--- src/rtl/wb_skid_buffer.sv ---
// wb_skid_buffer: writeback-stage valid/ready buffer with a 2-entry skid, flush and per-lane write mask.
// Optional same-cycle bypass from an empty buffer is enabled by defining WB_BYPASS_EN.
`default_nettype none

module wb_skid_buffer #(
    parameter int LANES = 8,
    parameter int N     = 20,
    parameter int RA_W  = 4
) (
    input  logic                 clk,
    input  logic                 reset,
    input  logic                 flush,
    input  logic                 in_valid,
    output logic                 in_ready,
    input  logic [LANES*N-1:0]   register1,
    input  logic [LANES*N-1:0]   ALUOut,
    input  logic [RA_W-1:0]      WA3,
    input  logic                 RegWrite,
    input  logic                 MemtoReg,
    input  logic [LANES-1:0]     lane_mask,
    output logic                 out_valid,
    input  logic                 out_ready,
    output logic [LANES*N-1:0]   q1,
    output logic [LANES*N-1:0]   ALUOutO,
    output logic [RA_W-1:0]      WA3O,
    output logic                 RegWriteO,
    output logic                 MemtoRegO,
    output logic [LANES-1:0]     lane_maskO
);

    localparam int PW = 2*LANES*N + RA_W + 2 + LANES;

    typedef enum logic [1:0] {
        S_EMPTY = 2'd0,
        S_ONE   = 2'd1,
        S_TWO   = 2'd2
    } state_t;

    state_t          r_state;
    state_t          w_state_nxt;
    logic [PW-1:0]   r_main;
    logic [PW-1:0]   r_skid;
    logic            r_in_ready;
    logic [PW-1:0]   w_in_pl;
    logic [PW-1:0]   w_head;
    logic            w_bypass;
    logic            w_out_valid;
    logic            w_acc;
    logic            w_drn;
    logic            w_load_main;
    logic            w_load_skid;
    logic            w_skid_to_main;

    assign w_in_pl = {register1, ALUOut, WA3, RegWrite, MemtoReg, lane_mask};

`ifdef WB_BYPASS_EN
    // Reset is included so the bypass cannot present an entry while the buffer is held in reset.
    assign w_bypass = (r_state == S_EMPTY) & in_valid & ~flush & ~reset;
    assign w_head   = w_bypass ? w_in_pl : r_main;
`else
    assign w_bypass = 1'b0;
    assign w_head   = r_main;
`endif

    assign w_out_valid = (r_state != S_EMPTY) | w_bypass;
    assign w_acc       = in_valid & r_in_ready;
    assign w_drn       = w_out_valid & out_ready;

    always_comb begin
        w_state_nxt    = r_state;
        w_load_main    = 1'b0;
        w_load_skid    = 1'b0;
        w_skid_to_main = 1'b0;
        case (r_state)
            S_EMPTY: begin
                // A bypassed entry that is consumed immediately is never stored.
                if (w_acc && !(w_bypass && out_ready)) begin
                    w_load_main = 1'b1;
                    w_state_nxt = S_ONE;
                end
            end
            S_ONE: begin
                if (w_acc && w_drn) begin
                    w_load_main = 1'b1;
                end else if (w_acc) begin
                    w_load_skid = 1'b1;
                    w_state_nxt = S_TWO;
                end else if (w_drn) begin
                    w_state_nxt = S_EMPTY;
                end
            end
            S_TWO: begin
                if (w_drn) begin
                    w_skid_to_main = 1'b1;
                    w_state_nxt    = S_ONE;
                end
            end
            default: w_state_nxt = S_EMPTY;
        endcase
        if (flush) begin
            w_load_main    = 1'b0;
            w_load_skid    = 1'b0;
            w_skid_to_main = 1'b0;
            w_state_nxt    = S_EMPTY;
        end
    end

    always_ff @(posedge clk or posedge reset) begin
        if (reset) begin
            r_state    <= S_EMPTY;
            r_main     <= '0;
            r_skid     <= '0;
            r_in_ready <= 1'b1;
        end else begin
            r_state    <= w_state_nxt;
            r_in_ready <= (w_state_nxt != S_TWO);
            if (w_load_main) begin
                r_main <= w_in_pl;
            end else if (w_skid_to_main) begin
                r_main <= r_skid;
            end
            if (w_load_skid) begin
                r_skid <= w_in_pl;
            end
        end
    end

    assign in_ready   = r_in_ready;
    assign out_valid  = w_out_valid;
    assign q1         = w_head[PW-1 -: LANES*N];
    assign ALUOutO    = w_head[PW-1-LANES*N -: LANES*N];
    assign WA3O       = w_head[LANES+2 +: RA_W];
    assign RegWriteO  = w_head[LANES+1] & w_out_valid;
    assign MemtoRegO  = w_head[LANES];
    assign lane_maskO = w_head[LANES-1:0] & {LANES{w_out_valid}};

endmodule

`default_nettype wire

--- config.mk ---
export PLATFORM = sky130hd
export DESIGN_NAME = wb_skid_buffer
export DESIGN_NICKNAME = d
export VERILOG_FILES = /design/src/rtl/wb_skid_buffer.sv
export SDC_FILE = /design/constraint.sdc
export NUM_CORES = 1
export LEC_CHECK = 0
export ABC_AREA = 1
export BUFFER_PORTS_ARGS = -buffer_cell sky130_fd_sc_hd__buf_2
export CORE_MARGIN = 3
export CORE_UTILIZATION = 35
export DETAILED_ROUTE_END_ITERATION = 12
export SETUP_SLACK_MARGIN = 0.15
export SYNTH_ARGS = -nofsm -noshare
export SYNTH_HDL_FRONTEND = slang
export SYNTH_SLANG_ARGS = --single-unit
--- constraint.sdc ---
create_clock -name clk -period 23.3 [get_ports clk]
set_clock_uncertainty 0.1 [all_clocks]
set_input_delay 1.165 -clock clk [delete_from_list [all_inputs] [get_ports clk]]
set_output_delay 1.165 -clock clk [all_outputs]
set_load 0.05 [all_outputs]
### Yosys cells after proc, flatten, opt, wreduce, memory -nomap -nowiden

Cells that the tools add are included.

| word-level totals | value |
|---|---|
| register bits | 671 |
| input port bits | 339 |
| output and inout bits | 336 |
| word-level logic and storage cells | 34 |

| operators by class | value |
|---|---|
| equal/unequal tests | 3 |
| muxes and demuxes | 19 |
| bitwise gates (word level) | 4 |
| reduce and logical (&&, ||, !) cells | 4 |

Operator list:

| kind | number |
|---|---|
| 334-bit two-way mux | 2 |
| 2-bit two-way mux | 6 |
| 1-bit two-way mux | 9 |
| 8-bit bitwise AND | 1 |
| 2-bit one-hot mux with 3 select lines | 1 |
| 2-bit nonzero test | 2 |
| 1-bit bitwise AND | 3 |
| 2-bit by 1-bit == test with 1-bit output, second input constant | 1 |
| 2-bit == test, second input constant | 1 |
| 2-bit logical NOT | 1 |
| 2-bit != test, second input constant | 1 |
| 1-bit one-hot mux with 2 select lines | 1 |
| 1-bit logical AND | 1 |

### Longest topological paths before layout

| logic depth | value |
|---|---|
| depth in word-level cells | 8 |
| depth in mapped cells | 10 |

### Worst setup path before layout

No wires, ideal clock.

| timing path | value |
|---|---|
| kind | reg-to-output |
| start | reg r_state[0] |
| end | out RegWriteO |
| arrival | 1.191 ns |
| data required time | 22.035 ns |
| path slack | 20.844 ns |
| stages on the path, launching flop included | 4 |
| path buffers | 1 |
| cells stage by stage | dfrtp_1 -> buf_2 -> nor2_4 -> nor2_1 |

| on the way | value |
|---|---|
| longest elaborated chain between the ends | 2 |

Ends and longest elaborated chain:

| element | RTL line | RTL |
|---|---|---|
| start, declared | 39 | `state_t r_state;` |
| start signal, assigned | 115 | `r_state <= w_state_nxt;` |
| 2-bit nonzero test | 65 | `assign w_out_valid = (r_state != S_EMPTY) \| w_bypass;` |
| 1-bit bitwise AND | 133 | `assign RegWriteO = w_head[LANES+1] & w_out_valid;` |
| end, declared | 26 | `output logic RegWriteO,` |

Every way passes these cells.

### Worst setup path in the final report

| timing path | value |
|---|---|
| start | in out_ready |
| end | reg r_main[136] |

| on the way | value |
|---|---|
| longest elaborated chain between the ends | 6 |
| elaborated cells on any way between the ends | 10 |

Ends and longest elaborated chain:

| element | RTL line | RTL |
|---|---|---|
| start, declared | 22 | `input logic out_ready,` |
| 1-bit bitwise AND * | 67 | `assign w_drn = w_out_valid & out_ready;` |
| 1-bit logical AND | 83 | `if (w_acc && w_drn) begin` |
| 1-bit two-way mux | 83 |  |
| 1-bit one-hot mux with 2 select lines | 74 | `case (r_state)` |
| 1-bit two-way mux | 100 | `if (flush) begin` |
| 334-bit two-way mux / 2-bit nonzero test (equally long branches) | n/a |  |
| end signal, assigned | 118 | `r_main <= w_in_pl;` |
| end signal, assigned | 120 | `r_main <= r_skid;` |
| end, declared | 41 | `logic [PW-1:0] r_main;` |

Every way passes the cells marked *; elsewhere a longest branch is shown, timed or not.
A chain may end at the register's enable or synchronous reset.

==> results.toml <==
[sta]
drv_slew = 0
finalSetupViolCount = 0
tns_ns = 0
slew_headroom = 0.237
fmax_ghz = 0.161
tightest_slew_ns = 1.14
finalHoldViolations = 0
rsz0062_at_grt = "false"
whs_ns = 0.384
min_period_ns = 6.22
worst_slack_ns = 17.08
fin_crit_sh = 0.267

[setup_path]
arrival_ns = 6.63
critical_path.slowest_cell = "buf_4"
crit_top_cell = "buf_4"
cp_max_fo = 111
path_cells = "buf_2, o21ai_1, nand2_4, nand2_4, buf_4, buf_4, buf_4, buf_4, nand2_1, nand2_1, nand2_1"
r2r_start = "r_state[0]$_DFF_PP0_"
crit-reg2reg-capture = "r_main[136]$_DFFE_PP0P_"
startpoint_type = "input port"
rr_worst_depth = 10
cp.required_ns = 23.71
critical_path_class = "input port to register"
rrSetupSlack_ns = 17.08
max_stage_delay_ns = 0.97
crit_path_end_kind = "register"

[flow_run]
maxCapViolCount = 0

[floorplan]
die_area_sq_um = 101000
die_height_um = 319
die_w_um = 319
fp.coreArea_sq_um = 96900
initial_core_util = 0.353
row_count = 114
pin_count = 675

[synthesis]
synthesis.area_sq_um = 34200
syn_nets = 4719
ys_seq_area_frac = 0.491
ys_ff_latch = 671
syn_area_per_cell_sq_um = 7.81
netlist_instances = 4380
ys_types = 21
yosys_warnings = 0

[finish]
area_delta_synth_final_pct = 11.2
fin_nets = 4858
drive_gt1_frac = 0.186
finish.utilization = 0.393

[clock_network]
cts_setup_buffers = 0
ctsHoldBuffers = 0
cts_root_buffer = "clkbuf_16"
numCtsBuffers = 79
clkLatencyLatePin_ns = 0.63
clk_pin_slew_ns = 0.06
cts_resized = 0
cts_tree = "done"
h-tree-depth = 3
clk_path_buf_depth = 3
clock-sinks = 671

[worst_hold_path]
hold_path_class = "register to register"
min_from = "r_skid[301]$_DFFE_PP0P_"
holdPathEnd = "r_skid[301]$_DFFE_PP0P_"
whs_path_depth = 2

[detailed_routing]
wl_mm = 104
drc = 0
drt-pass1-iter-count = 7
vias_per_cell = 4.94
post_drt_wl_per_cell_um = 17.8
drt_iter0_drc = 2679
drtAntennaViolNets = 0
num_vias = 29000

[outcome]
status = "finished clean"

[power_and_ir_drop]
power_density_nw_per_um2 = 112
p_sw_w = 0.00167
p_seq_frac = 0.398
combinationalPowerShare = 0.302
irDropWorstVdd_uv = 59.0
p_leak_nw = 20.9
power.internal_w = 0.00259
swShare = 0.393
p_clk_frac = 0.300

[placed_design]
place_hpwl_mm = 64.9
numPortBuffers = 674
gp_congestion = 0.824
dp_slack_ns = 16.56

[grt]
grt_pass1_vias = 28000
overflow = 0
grt_pass1_wl_mm = 165
antenna_found_initial = 17
grt_max_degree = 190
grt_use_total = 0.201
-- power by group through the flow --
stage	logic (W)	registers, W	clock network, W
floorplan	0.00120	0.00166	0
finish	0.00129	0.00170	0.00128
global placement	0.00128	0.00171	0
CTS	0.00130	0.00170	0.00131
global route	0.00140	0.00174	0.00136
detailed placement	0.00129	0.00171	0
-- cells in the mapped netlist (all sizes together) --
cell type,instances,area share
dfrtp,670,0.49
o21ai,335,0.049
buf,596,0.12
nand4,2,0.00037
clkbuf,61,0.0069
a22oi,1,0.00022
nand3,1003,0.15
dfstp,1,0.00077
inv,349,0.038
nand2,1346,0.15
nor2,16,0.0021
-- layout make-up --
type | count | area [sq um]
Antenna cell | 14 | 35.0
Clock buffer | 118 | 2350
Clock inverter | 27 | 315
Fill cell | 10100 | 58800
Inverter | 349 | 1320
Multi-Input combinational cell | 2703 | 11900
Sequential cell | 671 | 16800
Tap cell | 1276 | 1600
Timing Repair Buffer | 715 | 3710
-- registers in the layout, indices dropped and copies added, names as in the netlist --
| register | cells |
|---|---|
| r_main | 334 |
| r_state | 2 |
| in_ready | 1 |
| r_skid | 334 |
-- through the flow --
stage / cells / total power [W] / instance area, sq um
after global routing: 5870 / 0.00449 / 38000
after detailed placement: 5714 / 0.00301 / 35300
after global placement: 5714 / 0.00299 / 35300
final: 5873 / 0.00426 / 38000
after CTS: 5859 / 0.00431 / 38000
after floorplan: 4380 / 0.00287 / 34200
-- placed cells by master (no fill, tap or decap), drive strengths merged --
master,netlist,layout
nor2,16,16
inv,349,352
nand2,1346,1346
dfstp,1,1
clkinvlp,0,3
buf,596,715
bufinv,0,6
dfrtp,670,670
nand4,2,2
o21ai,335,335
diode,0,14
clkinv,0,15
clkbuf,61,118
a22oi,1,1
nand3,1003,1003
-- worst max path at each step --
stage,start,slack [ns],to,depth (start not counted)
2_1_floorplan,reset,3.23,r_main[0]$_DFFE_PP0P_,1
3_3_place_gp,out_ready,16.58,r_main[130]$_DFFE_PP0P_,11
3_5_place_dp,out_ready,16.56,r_main[103]$_DFFE_PP0P_,11
4_1_cts,r_state[0]$_DFF_PP0_,17.19,r_main[140]$_DFFE_PP0P_,10
5_1_grt,r_state[0]$_DFF_PP0_,16.57,r_main[148]$_DFFE_PP0P_,9
6_report,out_ready,17.08,r_main[136]$_DFFE_PP0P_,11
-- routing by layer --
layer | track usage | part of all wire | vias up
li1 | - | - | 14000
met1 | 0.273 | 0.44 | 13900
met2 | 0.322 | 0.47 | 948
met3 | 0.0374 | 0.055 | 181
met4 | 0.0721 | 0.034 | 4
met5 | 0 | 0.00020 | -
-- critical path: cells and delay by family --
family	cells	cell delay (ns)
buffers and inverters	5	3.53
AO/OA/AOI/OAI	1	0.12
AND/OR/NAND/NOR	5	1.54
-- cells by family after synthesis --
| family | synth area share |
|---|---|
| flip-flops | 0.491 |
| AO/OA/AOI/OAI | 0.0492 |
| AND/OR/NAND/NOR | 0.297 |
| buffers and inverters | 0.162 |
Note: power is estimated with default switching activity, not from simulation.
